<file path="src/rtl/alu_pkg.sv">
// alu_pkg: shared definitions for the pipelined accumulator ALU.
//   - Opcode values (11 and 15+ are illegal).
//   - Flag bit positions inside the 4-bit {N,Z,C,V} flag/mask vectors.
//   - Handshake state encoding.
//   - pack_flags(): builds a flag vector in {N,Z,C,V} order.
package alu_pkg;

  localparam int unsigned OpAdd = 0;
  localparam int unsigned OpSub = 1;
  localparam int unsigned OpAnd = 2;
  localparam int unsigned OpOr  = 3;
  localparam int unsigned OpXor = 4;
  localparam int unsigned OpInc = 5;
  localparam int unsigned OpDec = 6;
  localparam int unsigned OpShr = 7;
  localparam int unsigned OpShl = 8;
  localparam int unsigned OpRtr = 9;
  localparam int unsigned OpRtl = 10;
  localparam int unsigned OpLd  = 12;
  localparam int unsigned OpCmp = 13;
  localparam int unsigned OpBit = 14;

  localparam int unsigned FlagN = 3;
  localparam int unsigned FlagZ = 2;
  localparam int unsigned FlagC = 1;
  localparam int unsigned FlagV = 0;

  typedef enum logic [1:0] {
    StEmpty = 2'd0,
    StBusy  = 2'd1,
    StFull  = 2'd2
  } state_e;

  function automatic logic [3:0] pack_flags(input logic n, input logic z, input logic c,
                                            input logic v);
    return {n, z, c, v};
  endfunction

endpackage

</file>
<file path="src/rtl/alu_pipe_bcd_adjust.sv">
// bcd_adjust: combinational digit-serial BCD add/subtract.
//   a_i, b_i : operands, DIGITS nibbles each
//   sub_i    : 0 = add, 1 = subtract
//   cin_i    : 6502 carry in (for subtract, 1 = no borrow)
//   r_o      : adjusted result
//   cout_o   : final carry (for subtract, 1 = no final borrow)
// Invalid BCD digits go through the same rule without any error indication.
module bcd_adjust #(
  parameter int unsigned DIGITS = 2
) (
  input  logic [4*DIGITS-1:0] a_i,
  input  logic [4*DIGITS-1:0] b_i,
  input  logic                sub_i,
  input  logic                cin_i,
  output logic [4*DIGITS-1:0] r_o,
  output logic                cout_o
);

  logic       c;
  logic [5:0] s;

  always_comb begin
    // c is the running carry (add) or borrow (subtract)
    c   = sub_i ? ~cin_i : cin_i;
    s   = '0;
    r_o = '0;
    for (int i = 0; i < int'(DIGITS); i++) begin
      if (!sub_i) begin
        s = {2'b00, a_i[4*i+:4]} + {2'b00, b_i[4*i+:4]} + {5'b0, c};
        if (s > 6'd9) begin
          s = s + 6'd6;
          c = 1'b1;
        end else begin
          c = 1'b0;
        end
      end else begin
        // 6-bit two's complement: bit 5 flags a negative digit difference
        s = {2'b00, a_i[4*i+:4]} - {2'b00, b_i[4*i+:4]} - {5'b0, c};
        if (s[5]) begin
          s = s - 6'd6;
          c = 1'b1;
        end else begin
          c = 1'b0;
        end
      end
      r_o[4*i+:4] = s[3:0];
    end
    cout_o = sub_i ? ~c : c;
  end

endmodule

</file>
<file path="src/rtl/alu_pipe.sv">
// alu_pipe: handshaked accumulator ALU with 6502-style N/Z/C/V flags.
//   in_valid/in_ready      : op request handshake (op, operand1, operand2, carry, decimal)
//   out_valid/out_ready    : result handshake (result, flags, flag_mask, illegal)
// Binary ops complete one edge after acceptance; decimal ADD/SUB spend one extra
// cycle in StBusy running the BCD adjust. Outputs are registered and held under stall.
module alu_pipe
  import alu_pkg::*;
#(
  parameter int unsigned WIDTH      = 8,
  parameter int unsigned DECIMAL_EN = 1,
  parameter int unsigned OP_W       = 5
) (
  input  logic             clk,
  input  logic             reset,
  input  logic             in_valid,
  output logic             in_ready,
  input  logic [OP_W-1:0]  op,
  input  logic [WIDTH-1:0] operand1,
  input  logic [WIDTH-1:0] operand2,
  input  logic             carry,
  input  logic             decimal,
  output logic             out_valid,
  input  logic             out_ready,
  output logic [WIDTH-1:0] result,
  output logic [3:0]       flags,
  output logic [3:0]       flag_mask,
  output logic             illegal
);

  localparam int unsigned Msb = WIDTH - 1;

  state_e           state_q, state_d;
  logic [WIDTH-1:0] result_q, result_d;
  logic [3:0]       flags_q, flags_d;
  logic [3:0]       mask_q, mask_d;
  logic             illegal_q, illegal_d;
  // Operands parked for the decimal second cycle
  logic [WIDTH-1:0] dec_a_q, dec_a_d;
  logic [WIDTH-1:0] dec_b_q, dec_b_d;
  logic             dec_cin_q, dec_cin_d;
  logic             dec_sub_q, dec_sub_d;
  logic             dec_v_q, dec_v_d;

  logic [WIDTH:0]   sum;
  logic [WIDTH-1:0] bin_res;
  logic [3:0]       bin_flags, bin_mask;
  logic             bin_illegal;
  logic             n, z, c, v, nz_from_res;
  logic             dec_op, accept;
  logic [WIDTH-1:0] bcd_res;
  logic             bcd_cout;

  // Single-cycle binary datapath
  always_comb begin
    sum         = '0;
    bin_res     = '0;
    bin_mask    = 4'b0000;
    bin_illegal = 1'b0;
    n           = 1'b0;
    z           = 1'b0;
    c           = 1'b0;
    v           = 1'b0;
    nz_from_res = 1'b1;
    case (op)
      OP_W'(OpAdd): begin
        sum      = {1'b0, operand1} + {1'b0, operand2} + {{WIDTH{1'b0}}, carry};
        bin_res  = sum[WIDTH-1:0];
        c        = sum[WIDTH];
        v        = (operand1[Msb] == operand2[Msb]) && (sum[Msb] != operand1[Msb]);
        bin_mask = 4'b1111;
      end
      OP_W'(OpSub): begin
        sum      = {1'b0, operand1} + {1'b0, ~operand2} + {{WIDTH{1'b0}}, carry};
        bin_res  = sum[WIDTH-1:0];
        c        = sum[WIDTH];
        v        = (operand1[Msb] != operand2[Msb]) && (sum[Msb] != operand1[Msb]);
        bin_mask = 4'b1111;
      end
      OP_W'(OpAnd): begin bin_res = operand1 & operand2;     bin_mask = 4'b1100; end
      OP_W'(OpOr):  begin bin_res = operand1 | operand2;     bin_mask = 4'b1100; end
      OP_W'(OpXor): begin bin_res = operand1 ^ operand2;     bin_mask = 4'b1100; end
      OP_W'(OpInc): begin bin_res = operand1 + WIDTH'(1);    bin_mask = 4'b1100; end
      OP_W'(OpDec): begin bin_res = operand1 - WIDTH'(1);    bin_mask = 4'b1100; end
      OP_W'(OpLd):  begin bin_res = operand1;                bin_mask = 4'b1100; end
      OP_W'(OpShr): begin
        bin_res = operand1 >> 1; c = operand1[0]; bin_mask = 4'b1110;
      end
      OP_W'(OpShl): begin
        bin_res = operand1 << 1; c = operand1[Msb]; bin_mask = 4'b1110;
      end
      OP_W'(OpRtr): begin
        bin_res = {carry, operand1[WIDTH-1:1]}; c = operand1[0]; bin_mask = 4'b1110;
      end
      OP_W'(OpRtl): begin
        bin_res = {operand1[WIDTH-2:0], carry}; c = operand1[Msb]; bin_mask = 4'b1110;
      end
      OP_W'(OpCmp): begin
        // N/Z come from the difference, the accumulator passes through
        sum         = {1'b0, operand1} + {1'b0, ~operand2} + {{WIDTH{1'b0}}, 1'b1};
        bin_res     = operand1;
        n           = sum[Msb];
        z           = (sum[WIDTH-1:0] == '0);
        c           = sum[WIDTH];
        nz_from_res = 1'b0;
        bin_mask    = 4'b1110;
      end
      OP_W'(OpBit): begin
        bin_res     = operand1;
        z           = ((operand1 & operand2) == '0);
        n           = operand2[Msb];
        v           = operand2[WIDTH-2];
        nz_from_res = 1'b0;
        bin_mask    = 4'b1101;
      end
      default: bin_illegal = 1'b1;
    endcase
    if (nz_from_res) begin
      n = bin_res[Msb];
      z = (bin_res == '0);
    end
    bin_flags = pack_flags(n, z, c, v) & bin_mask;
  end

  bcd_adjust #(
    .DIGITS(WIDTH / 4)
  ) u_bcd_adjust (
    .a_i   (dec_a_q),
    .b_i   (dec_b_q),
    .sub_i (dec_sub_q),
    .cin_i (dec_cin_q),
    .r_o   (bcd_res),
    .cout_o(bcd_cout)
  );

  always_comb begin
    in_ready  = (state_q == StEmpty) || ((state_q == StFull) && out_ready);
    accept    = in_valid && in_ready;
    dec_op    = (DECIMAL_EN != 0) && decimal &&
                ((op == OP_W'(OpAdd)) || (op == OP_W'(OpSub)));
    state_d   = state_q;
    result_d  = result_q;
    flags_d   = flags_q;
    mask_d    = mask_q;
    illegal_d = illegal_q;
    dec_a_d   = dec_a_q;
    dec_b_d   = dec_b_q;
    dec_cin_d = dec_cin_q;
    dec_sub_d = dec_sub_q;
    dec_v_d   = dec_v_q;

    if ((state_q == StFull) && out_ready) begin
      state_d = StEmpty;
    end

    if (state_q == StBusy) begin
      // V was captured from the binary op at acceptance
      state_d   = StFull;
      result_d  = bcd_res;
      flags_d   = pack_flags(bcd_res[Msb], bcd_res == '0, bcd_cout, dec_v_q);
      mask_d    = 4'b1111;
      illegal_d = 1'b0;
    end

    if (accept) begin
      if (dec_op) begin
        state_d   = StBusy;
        dec_a_d   = operand1;
        dec_b_d   = operand2;
        dec_cin_d = carry;
        dec_sub_d = (op == OP_W'(OpSub));
        dec_v_d   = bin_flags[0];
      end else begin
        state_d   = StFull;
        result_d  = bin_res;
        flags_d   = bin_flags;
        mask_d    = bin_mask;
        illegal_d = bin_illegal;
      end
    end
  end

  always_ff @(posedge clk or posedge reset) begin
    if (reset) begin
      state_q   <= StEmpty;
      result_q  <= '0;
      flags_q   <= '0;
      mask_q    <= '0;
      illegal_q <= 1'b0;
      dec_a_q   <= '0;
      dec_b_q   <= '0;
      dec_cin_q <= 1'b0;
      dec_sub_q <= 1'b0;
      dec_v_q   <= 1'b0;
    end else begin
      state_q   <= state_d;
      result_q  <= result_d;
      flags_q   <= flags_d;
      mask_q    <= mask_d;
      illegal_q <= illegal_d;
      dec_a_q   <= dec_a_d;
      dec_b_q   <= dec_b_d;
      dec_cin_q <= dec_cin_d;
      dec_sub_q <= dec_sub_d;
      dec_v_q   <= dec_v_d;
    end
  end

  assign out_valid = (state_q == StFull);
  assign result    = result_q;
  assign flags     = flags_q;
  assign flag_mask = mask_q;
  assign illegal   = illegal_q;

endmodule

</file>
<file path="config.mk">
export PLATFORM = sky130hd
export DESIGN_NAME = alu_pipe
export DESIGN_NICKNAME = d
export VERILOG_FILES = /design/src/rtl/alu_pkg.sv /design/src/rtl/alu_pipe_bcd_adjust.sv /design/src/rtl/alu_pipe.sv
export SDC_FILE = /design/constraint.sdc
export NUM_CORES = 1
export LEC_CHECK = 0
export ABC_AREA = 0
export BUFFER_PORTS_ARGS = -buffer_cell sky130_fd_sc_hd__buf_4
export CAP_MARGIN = 25
export CORE_ASPECT_RATIO = 1.5
export CORE_UTILIZATION = 30
export DETAILED_ROUTE_END_ITERATION = 16
export PLACE_DENSITY = 0.46
export SLEW_MARGIN = 20
export SYNTH_ARGS = -nofsm -noshare
export SYNTH_HDL_FRONTEND = slang
export SYNTH_HIERARCHICAL = 1
export SYNTH_SLANG_ARGS = --single-unit
</file>
<file path="constraint.sdc">
create_clock -name clk -period 8.3 [get_ports clk]
set_input_delay 1.66 -clock clk [delete_from_list [all_inputs] [get_ports clk]]
set_output_delay 1.66 -clock clk [all_outputs]
set_load 0.05 [all_outputs]
</file>
==> metrics list, run 1 <==
* Worst-Skew Late Latency: between 0.2 and 0.3 ns
- Post_cts resized: 0
- Bufs on Longest Clock Path: 2
* Synth warn: 6
- CTS tree: built
- Power Density: 213 nW/um^2
- Row generation in the floorplan step produced 57 rows.
- Each instance of the synthesized netlist takes up on average 8.26 um^2.
- For this design, the CTS-stage hold fixing added 0 buffers.
- Placed instance area: 5490 um^2
- Reg2Reg Setup Slack: about 2.8 ns
* Highest fanout seen on the critical path: 14
- Area of the die: ~17,000 um^2
* Final number of setup-violating endpoints: 0
* Transition time at the pin with the least slew margin: 0.923 ns
- The worst setup path is launched from a register.
- In the layout the commonest cells are 56 x sky130_fd_sc_hd__inv_1, 54 x sky130_fd_sc_hd__ha_1, 51 x sky130_fd_sc_hd__nor2_1.
* Count of H-tree levels built during CTS: 2
* Slew margin rel.: 0.385
* Maximum clock frequency: roughly 180 MHz
* Wire length reported by the detailed router: ~16,000 um
* Compound-Gate Fraction of Synth Area: 0.231
- Portion of netlist area occupied by mux cells: 0.0650
- Share of the synthesized area in the top cell type: 0.191
* Share of synthesized cell area in and, or, nand and nor gates: 0.191
* Worst Setup SP: dec_sub_q
- Data on the critical path is required at its endpoint by 8.47 ns.
- Most frequent standard cell in the layout excluding fill and tap cells: sky130_fd_sc_hd__inv_1
- Clock skew on the completed layout was measured at just under 0.008 ns.
* Number of flops mapped to enable cells by yosys: 0
- The die is around 110 um wide.
- Global placement routability congestion: 0.886
* Via count of the first global-routing pass: ~4.7k
- By area the synthesized netlist is led by sky130_fd_sc_hd__dfrtp_1 19%, sky130_fd_sc_hd__ha_1 14%, sky130_fd_sc_hd__xnor2_1 5.1%, sky130_fd_sc_hd__mux2_2 4.3%, sky130_fd_sc_hd__inv_1 4.2%.
- Number of search-and-repair iterations in the first detailed-routing pass: 4
* Antenna viol nets, final: 0
- Clock net sink count: 38
- After synthesis the cells add up to about 5000 um^2.
- The worst register-to-register path begins at dec_sub_q.
- Area inside the core boundary: about 16,000 um^2
- In the final routed layout, each cell accounts on average for 18.5 um.
* Worst hold path startpoint: flag_mask[2]
- Counting I/O delays and the setup requirement, the final critical path takes approximately 5.5 ns.
* Post-synthesis sequential element count: 38
- Setup CP Type: reg2reg
* Arrival time at the worst endpoint: about 5.6 ns
- Via count normalized by instance count: around 5.3
* Starting utilization of the core area: 0.307
- Largest area contributor in the synthesized netlist: sky130_fd_sc_hd__dfrtp_1
- IR Drop Worst-Case VDD: between 0.00008 and 0.00009 V
- From bottom edge to top edge, the die measures approximately 160 um.
- In the final timing run, aggregate negative setup slack is 0 ns.
- Setup repair after global routing left no endpoint under its margin.
- Distinct cell type count after synthesis: 83
- Number of antenna diodes: 0
- Final hold viol count: 0
- Counting the buffers created by CTS gives 5.
* Signed area change from the synthesized netlist to the final layout: 13.3%
* I/O pin count: 46
* Input/output buffers: 45
- The number of antenna violations at the first check in global routing came to 0.
- Total number of vias: about 4.5k
* Wire length of the first global-routing pass: roughly 25,000 um
- Clock transition at path regs: ~0.060 ns
- The most used flip-flop cell after synthesis is sky130_fd_sc_hd__dfrtp_1.
- Total global-route track usage: 0.188
- Once layout is done, the placed cells without fillers occupy around 5700 um^2.
* Total of fill cells in the finished design: ~1.7k
- The first routing iteration left roughly 290 violations.
* Fin. max-slew vios: 0
* XOR/XNOR share of the synthesized area: 0.0758
* Cell leakage power: around 2.5 nW
* Sequential cell area fraction in the yosys report: 0.191
- After global routing the overflow that remains totals 0.
* Setup bufs post-CTS: 0
* Arithmetic-cell share of the synthesized area counting full adders, half adders and majority gates: 0.178
- The tree is rooted in a sky130_fd_sc_hd__clkbuf_16.
- DR DRC count: 0
* End-of-flow core utilization: 0.348
* Period utilisation layout: 0.658
* Largest net degree at the start of global routing: 39
* Result of the run: complete, no violations
- After synthesis, the share of flip-flops with an asynchronous set or reset is 1.00.
- After the last flow step, the layout net total stands at 728.
* Synthesized netlist cell count: 604
* HPWL after detailed placement: ~13,000 um
- PnR Total Power: approximately 1.2 mW
- Main combinational cell family by area after synthesis: compound AO/OA/AOI/OAI gates
- STA classifies the critical path endpoint as a register.
- The path class of the tightest hold or removal check is reg2reg.
- The tool flagged a number of max-cap violations equal to 0.
* Fraction of final layout cells with drive strength greater than 1: 0.166
- Counting every net in the synthesized netlist gives 695.
-- report_power, final --
group / internal, mW / switching (mW) / leakage, nW / total, mW
Sequential: 0.218 / 0.0264 / 0.482 / 0.244
Combinational: 0.310 / 0.453 / 1.96 / 0.763
Clock: 0.119 / 0.0796 / 0.0729 / 0.199
-- sequential cells by signal (all words and copies together) (netlist names) --
register / cells
flags: 4
dec_b_q: 8
dec_v_q: 1
illegal: 1
dec_a_q: 8
dec_sub_q: 1
dec_cin_q: 1
result: 8
state_q: 2
flag_mask: 4
-- cell type report --
| type | count | area (um^2) | share of cell area |
|---|---|---|---|
| inverters | 59 | 221 | 0.0392 |
| clock inverters | 2 | 12.5 | 0.00221 |
| flip-flops and latches | 38 | 951 | 0.168 |
| clock buffers | 6 | 139 | 0.0246 |
| well taps | 206 | 258 | 0.0456 |
| repair buffers | 49 | 375 | 0.0664 |
| multi-input cells | 484 | 3700 | 0.654 |
-- logic make-up (layout without fill, tap and decap cells) --
kind of cell / Yosys count / after routing
adder cells (fa/ha/maj): 65 / 65
multiplexers: 30 / 30
flip-flops: 38 / 38
buffers and inverters: 82 / 116
AND/OR/NAND/NOR: 188 / 188
XOR/XNOR: 39 / 39
AO/OA/AOI/OAI: 162 / 162
-- metrics by stage --
stage | instances | hold WS (ns) | setup WS, ns
2_1_floorplan | 604 | 0.481 | 3.68
3_3_place_gp | 834 | 0.466 | 2.99
3_5_place_dp | 835 | 0.493 | 2.80
4_1_cts | 843 | 0.506 | 2.75
5_1_grt | 844 | 0.523 | 2.40
6_report | 844 | 0.498 | 2.83
-- Yosys cell counts, types with 5 or more instances --
| library cell | instances |
|---|---|
| sky130_fd_sc_hd__buf_2 | 7 |
| sky130_fd_sc_hd__inv_1 | 56 |
| sky130_fd_sc_hd__nor3_1 | 12 |
| sky130_fd_sc_hd__a211oi_1 | 6 |
| sky130_fd_sc_hd__mux2i_1 | 11 |
| sky130_fd_sc_hd__nand3_1 | 12 |
| sky130_fd_sc_hd__nand2b_1 | 11 |
| sky130_fd_sc_hd__fa_1 | 10 |
| sky130_fd_sc_hd__a21o_1 | 5 |
| sky130_fd_sc_hd__o21bai_1 | 8 |
| sky130_fd_sc_hd__nor2_1 | 52 |
| sky130_fd_sc_hd__o211ai_1 | 8 |
| sky130_fd_sc_hd__mux2_2 | 19 |
| sky130_fd_sc_hd__or3_1 | 5 |
| sky130_fd_sc_hd__a22oi_1 | 13 |
| sky130_fd_sc_hd__nand2_1 | 47 |
| sky130_fd_sc_hd__a21oi_1 | 38 |
| sky130_fd_sc_hd__o21ai_0 | 23 |
| sky130_fd_sc_hd__clkbuf_1 | 9 |
| sky130_fd_sc_hd__ha_1 | 54 |
| sky130_fd_sc_hd__nor2b_1 | 11 |
| sky130_fd_sc_hd__xor2_1 | 6 |
| sky130_fd_sc_hd__a31oi_1 | 9 |
| sky130_fd_sc_hd__dfrtp_1 | 38 |
| sky130_fd_sc_hd__xnor2_1 | 29 |
-- per-layer routing --
metal,share of wire,vias up,track usage
met5,0,-,0
met4,0.037,0,0.0853
met3,0.028,32,0.0163
met2,0.54,98,0.358
met1,0.40,2149,0.205
li1,-,2216,-
-- worst paths after layout --
kind                                 to  depth (start not counted)
hold reg to reg            flag_mask[2]                          2
setup reg to reg               flags[2]                         22
min in group asynchronous     dec_cin_q                          3
max in group asynchronous     dec_sub_q                          3
hold / removal             flag_mask[2]                          2
setup / recovery               flags[2]                         22
-- critical path: stages, from the launching register on --
cell,delay [ns]
sky130_fd_sc_hd__dfrtp_1,0.67
sky130_fd_sc_hd__xor2_1,0.23
sky130_fd_sc_hd__inv_1,0.08
sky130_fd_sc_hd__fa_1,0.41
sky130_fd_sc_hd__fa_1,0.43
sky130_fd_sc_hd__nor2_1,0.12
sky130_fd_sc_hd__nor2_1,0.05
sky130_fd_sc_hd__o21bai_1,0.28
sky130_fd_sc_hd__a21oi_1,0.11
sky130_fd_sc_hd__mux2i_1,0.38
sky130_fd_sc_hd__inv_2,0.06
sky130_fd_sc_hd__fa_1,0.41
sky130_fd_sc_hd__fa_1,0.41
sky130_fd_sc_hd__xnor2_1,0.34
sky130_fd_sc_hd__nand2_1,0.12
sky130_fd_sc_hd__a21oi_1,0.23
sky130_fd_sc_hd__xnor2_1,0.15
sky130_fd_sc_hd__mux2i_1,0.11
sky130_fd_sc_hd__nor4_1,0.30
sky130_fd_sc_hd__nand3_1,0.12
sky130_fd_sc_hd__a21oi_1,0.14
sky130_fd_sc_hd__a31oi_1,0.08
sky130_fd_sc_hd__o41ai_2,0.12
(Power assumes the default switching activity.)
==> run 2: changes to the inputs <==
--- a/config.mk
+++ b/config.mk
@@ -11,7 +11,7 @@
 export CORE_ASPECT_RATIO = 1.5
 export CORE_UTILIZATION = 30
 export DETAILED_ROUTE_END_ITERATION = 16
-export PLACE_DENSITY = 0.46
+export PLACE_DENSITY = 0.48
 export SLEW_MARGIN = 20
 export SYNTH_ARGS = -nofsm -noshare
 export SYNTH_HDL_FRONTEND = slang
==> constraint.sdc (replaced) <==
create_clock -name clk -period 4.7 [get_ports clk]
set_input_delay 0.94 -clock clk [delete_from_list [all_inputs] [get_ports clk]]
set_output_delay 0.94 -clock clk [all_outputs]
set_load 0.05 [all_outputs]
==> metrics list, run 2 (synthesis gave the netlist of run 1 again) <==
- In the layout the commonest cells are 65 x sky130_fd_sc_hd__buf_4, 56 x sky130_fd_sc_hd__inv_1, 54 x sky130_fd_sc_hd__ha_1.
- The minimum setup slack among reg-to-reg paths was 0.26 ns (-2.58 ns).
- The row count was 57 (unchanged).
- In this run the worst setup path begins at dec_a_q[0].
* Per-cell routed wire length: 18.0 um (-2.3%)
- Critical Path Start Type: register
- The setup slack after placement came to -0.137 ns (-2.94 ns).
- Internal power: 1.23 mW (+90%)
- The total congestion overflow came to 0 (unchanged).
* Clock transition at path regs: 0.06 ns (about the same)
- The number of antenna violations at the first check in global routing is 0 (unchanged).
- Capture point of the worst reg-to-reg path: flags[2]
* Fin. max-slew vios: 0 (unchanged)
- Antenna viol nets, final: 0 (unchanged)
- Wire length reported by the detailed router: 15,500 um (-0.33%)
- The final critical-path setup slack was 0.257 ns (-2.58 ns).
- The placed wire-length estimate after detailed placement is 12,500 um (-1.5%).
- The final-stage net count came to 745 (+2.3%).
* I/O pin count: 46 (unchanged)
- The first-iteration detailed-routing DRC count came to 266 (-8.0%).
- PnR Total Power: 2.23 mW (+85%)
* Setup CP Type: reg2reg
- RSZ-0062 raised after global routing: no
- The placed instance count is 852 (+2.0%).
- Via count normalized by instance count: 5.38 (+1.1%)
- The minimum period implied by the final worst setup slack was 4.44 ns (-1.02 ns).
* Worst Skew: 0.00495 ns (-0.00283 ns)
- The fraction of layout instances using a drive strength above 1 was 0.194 (+0.0277).
- The share of total power consumed by net switching was 0.450 (-0.0136).
- Worst path required time: 4.88 ns (-3.59 ns)
* Total Negative Setup Slacks: 0 ns (unchanged)
- Starting utilization of the core area: 0.307 (unchanged)
- Final number of setup-violating endpoints: 0 (unchanged)
* Input/output buffers: 45 (unchanged)
- The x dimension of the die came to 107 um (unchanged).
* Final hold viol count: 0 (unchanged)
- Worst flop-to-flop path startpoint: dec_a_q[0]
* CP Capture Point: flags[2]
- Min Hold Slack: 0.478 ns (-0.0200 ns)
* Register share of total power: 0.192 (-0.011)
* Total number of vias: 4,636 (+3.1%)
- Transition time at the pin with the least slew margin: 0.959 ns (+0.0360 ns)
- The cell depth of the worst flop-to-flop path was 22 (unchanged).
- The insertion delay of the later-clocked pin in the worst-skew pair was 0.28 ns (about the same).
- The maximum buffer depth of the clock tree was 2 (unchanged).
- Largest net degree at the start of global routing: 39 (unchanged)
- Clock Power Share: 0.154 (-0.011)
- The root buffer cell chosen for the clock tree is sky130_fd_sc_hd__clkbuf_16.
- Cell leakage power: 2.60 nW (+3.6%)
* Most frequent standard cell in the layout excluding fill and tap cells: sky130_fd_sc_hd__buf_4
- DR DRC count: 0 (unchanged)
* Clock buffer count from CTS: 5 (unchanged)
- The antenna diode count was 0 (unchanged).
* Wire length of the first global-routing pass: 24,900 um (+0.14%)
* Number of maximum-capacitance violations: 0 (unchanged)
* Clock net sink count: 38 (unchanged)
- Crit path capture type: register
- The largest fanout of any net on the critical path was 3 (-11).
* Number of search-and-repair iterations in the first detailed-routing pass: 5 (+1)
* Area inside the core boundary: 16,300 um^2 (unchanged)
- The net switching power came to 1.01 mW (+80%).
- The CTS H-tree depth is 2 (unchanged).
- The max-slew headroom at the worst pin was 0.361 (-0.0240).
- Area of the die: 17,200 um^2 (unchanged)
- Die boundary height: 160 um (unchanged)
- The weighted congestion reported at the end of routability-driven placement came to 0.859 (-3.0%).
* Setup bufs post-CTS: 0 (unchanged)
- The share of total power in combinational logic came to 0.654 (+0.021).
- The run finished with clean final reports.
- TritonCTS built the clock tree.
- Total global-route track usage: 0.186 (-0.00169)
- The count of non-filler cells in the finished layout is 861 (+2.0%).
- IR Drop Worst-Case VDD: 0.000162 V (+81%)
- Via count of the first global-routing pass: 4,833 (+3.4%)
* Hold crit path type: reg2reg
- The maximum operating frequency is 225 MHz (+23%).
- The fraction of the cycle the final worst path needs is 0.945 (+0.287).
- The power per unit of standard cell area was 386 nW/um^2 (+81%).
- The area growth from synthesis to layout is 16.1%.
- The signal arrival time at the worst endpoint came to 4.62 ns (-1.01 ns).
## run 2: worst max-delay path: stages (launching register included)
cell and delay [ns]:
sky130_fd_sc_hd__dfrtp_1 0.34, sky130_fd_sc_hd__inv_1 0.08, sky130_fd_sc_hd__ha_1 0.26, sky130_fd_sc_hd__fa_1 0.44, sky130_fd_sc_hd__xor2_2 0.23, sky130_fd_sc_hd__and3_4 0.22, sky130_fd_sc_hd__and2_4 0.14, sky130_fd_sc_hd__o22ai_4 0.09
sky130_fd_sc_hd__mux2i_2 0.29, sky130_fd_sc_hd__inv_2 0.06, sky130_fd_sc_hd__fa_2 0.37, sky130_fd_sc_hd__fa_2 0.38, sky130_fd_sc_hd__xnor2_2 0.16, sky130_fd_sc_hd__ha_1 0.24, sky130_fd_sc_hd__a31oi_1 0.15, sky130_fd_sc_hd__nor2_1 0.05
sky130_fd_sc_hd__nor3_1 0.18, sky130_fd_sc_hd__a21oi_1 0.10, sky130_fd_sc_hd__nor4_1 0.18, sky130_fd_sc_hd__nand3_1 0.10, sky130_fd_sc_hd__a21oi_1 0.14, sky130_fd_sc_hd__a31oi_1 0.06, sky130_fd_sc_hd__o41ai_2 0.06
## run 2: power by group through the flow
stage | clock [mW] | combinational (mW) | sequential, mW
2_1_floorplan | 0 | 0.940 | 0.518
3_3_place_gp | 0 | 1.40 | 0.433
3_5_place_dp | 0 | 1.44 | 0.436
4_1_cts | 0.350 | 1.46 | 0.430
5_1_grt | 0.364 | 1.61 | 0.439
6_report | 0.345 | 1.46 | 0.429
## run 2: metrics by stage
step | instance area (um^2) | utilization
after floorplan | 4990 | -
after global routing | 5790 | 0.356
final | 5790 | 0.356
after detailed placement | 5610 | 0.345
after CTS | 5770 | 0.355
after global placement | 5600 | 0.345
## run 2: how the worst min path moves through the flow
stage               startpoint         end  slack [ns]  cells past startpoint
finish                 illegal     illegal        0.48                      1
global route        dec_a_q[0]  dec_a_q[0]        0.51                      1
CTS                    illegal     illegal        0.48                      1
detailed placement     illegal     illegal        0.47                      1
global placement       illegal     illegal        0.47                      1
floorplan           dec_a_q[0]  dec_a_q[0]        0.48                      1
## run 2: repair_timing
item,in CTS,in global routing
hold buffers,0,0
endpoints found under the hold margin,0,0
resized for setup,4,3
pin swaps,1,2
setup endpoints to repair,1,3
## run 2: metal layers
layer,share of wire,vias to the layer above,track usage,wire length [um]
li1,-,2247,-,-
met1,0.38,2196,0.199,5930
met2,0.54,142,0.351,8330
met3,0.035,51,0.0188,545
met4,0.047,0,0.0978,722
met5,0,-,0,0
## run 2: area by class of cell
cell class / instances / area (um^2)
clock buffers: 7 / 143
clock inverters: 1 / 5.00
fillers: 1702 / 10500
inverters: 59 / 221
multi-input cells: 484 / 3720
flip-flops and latches: 38 / 951
well taps: 206 / 258
repair buffers: 66 / 492
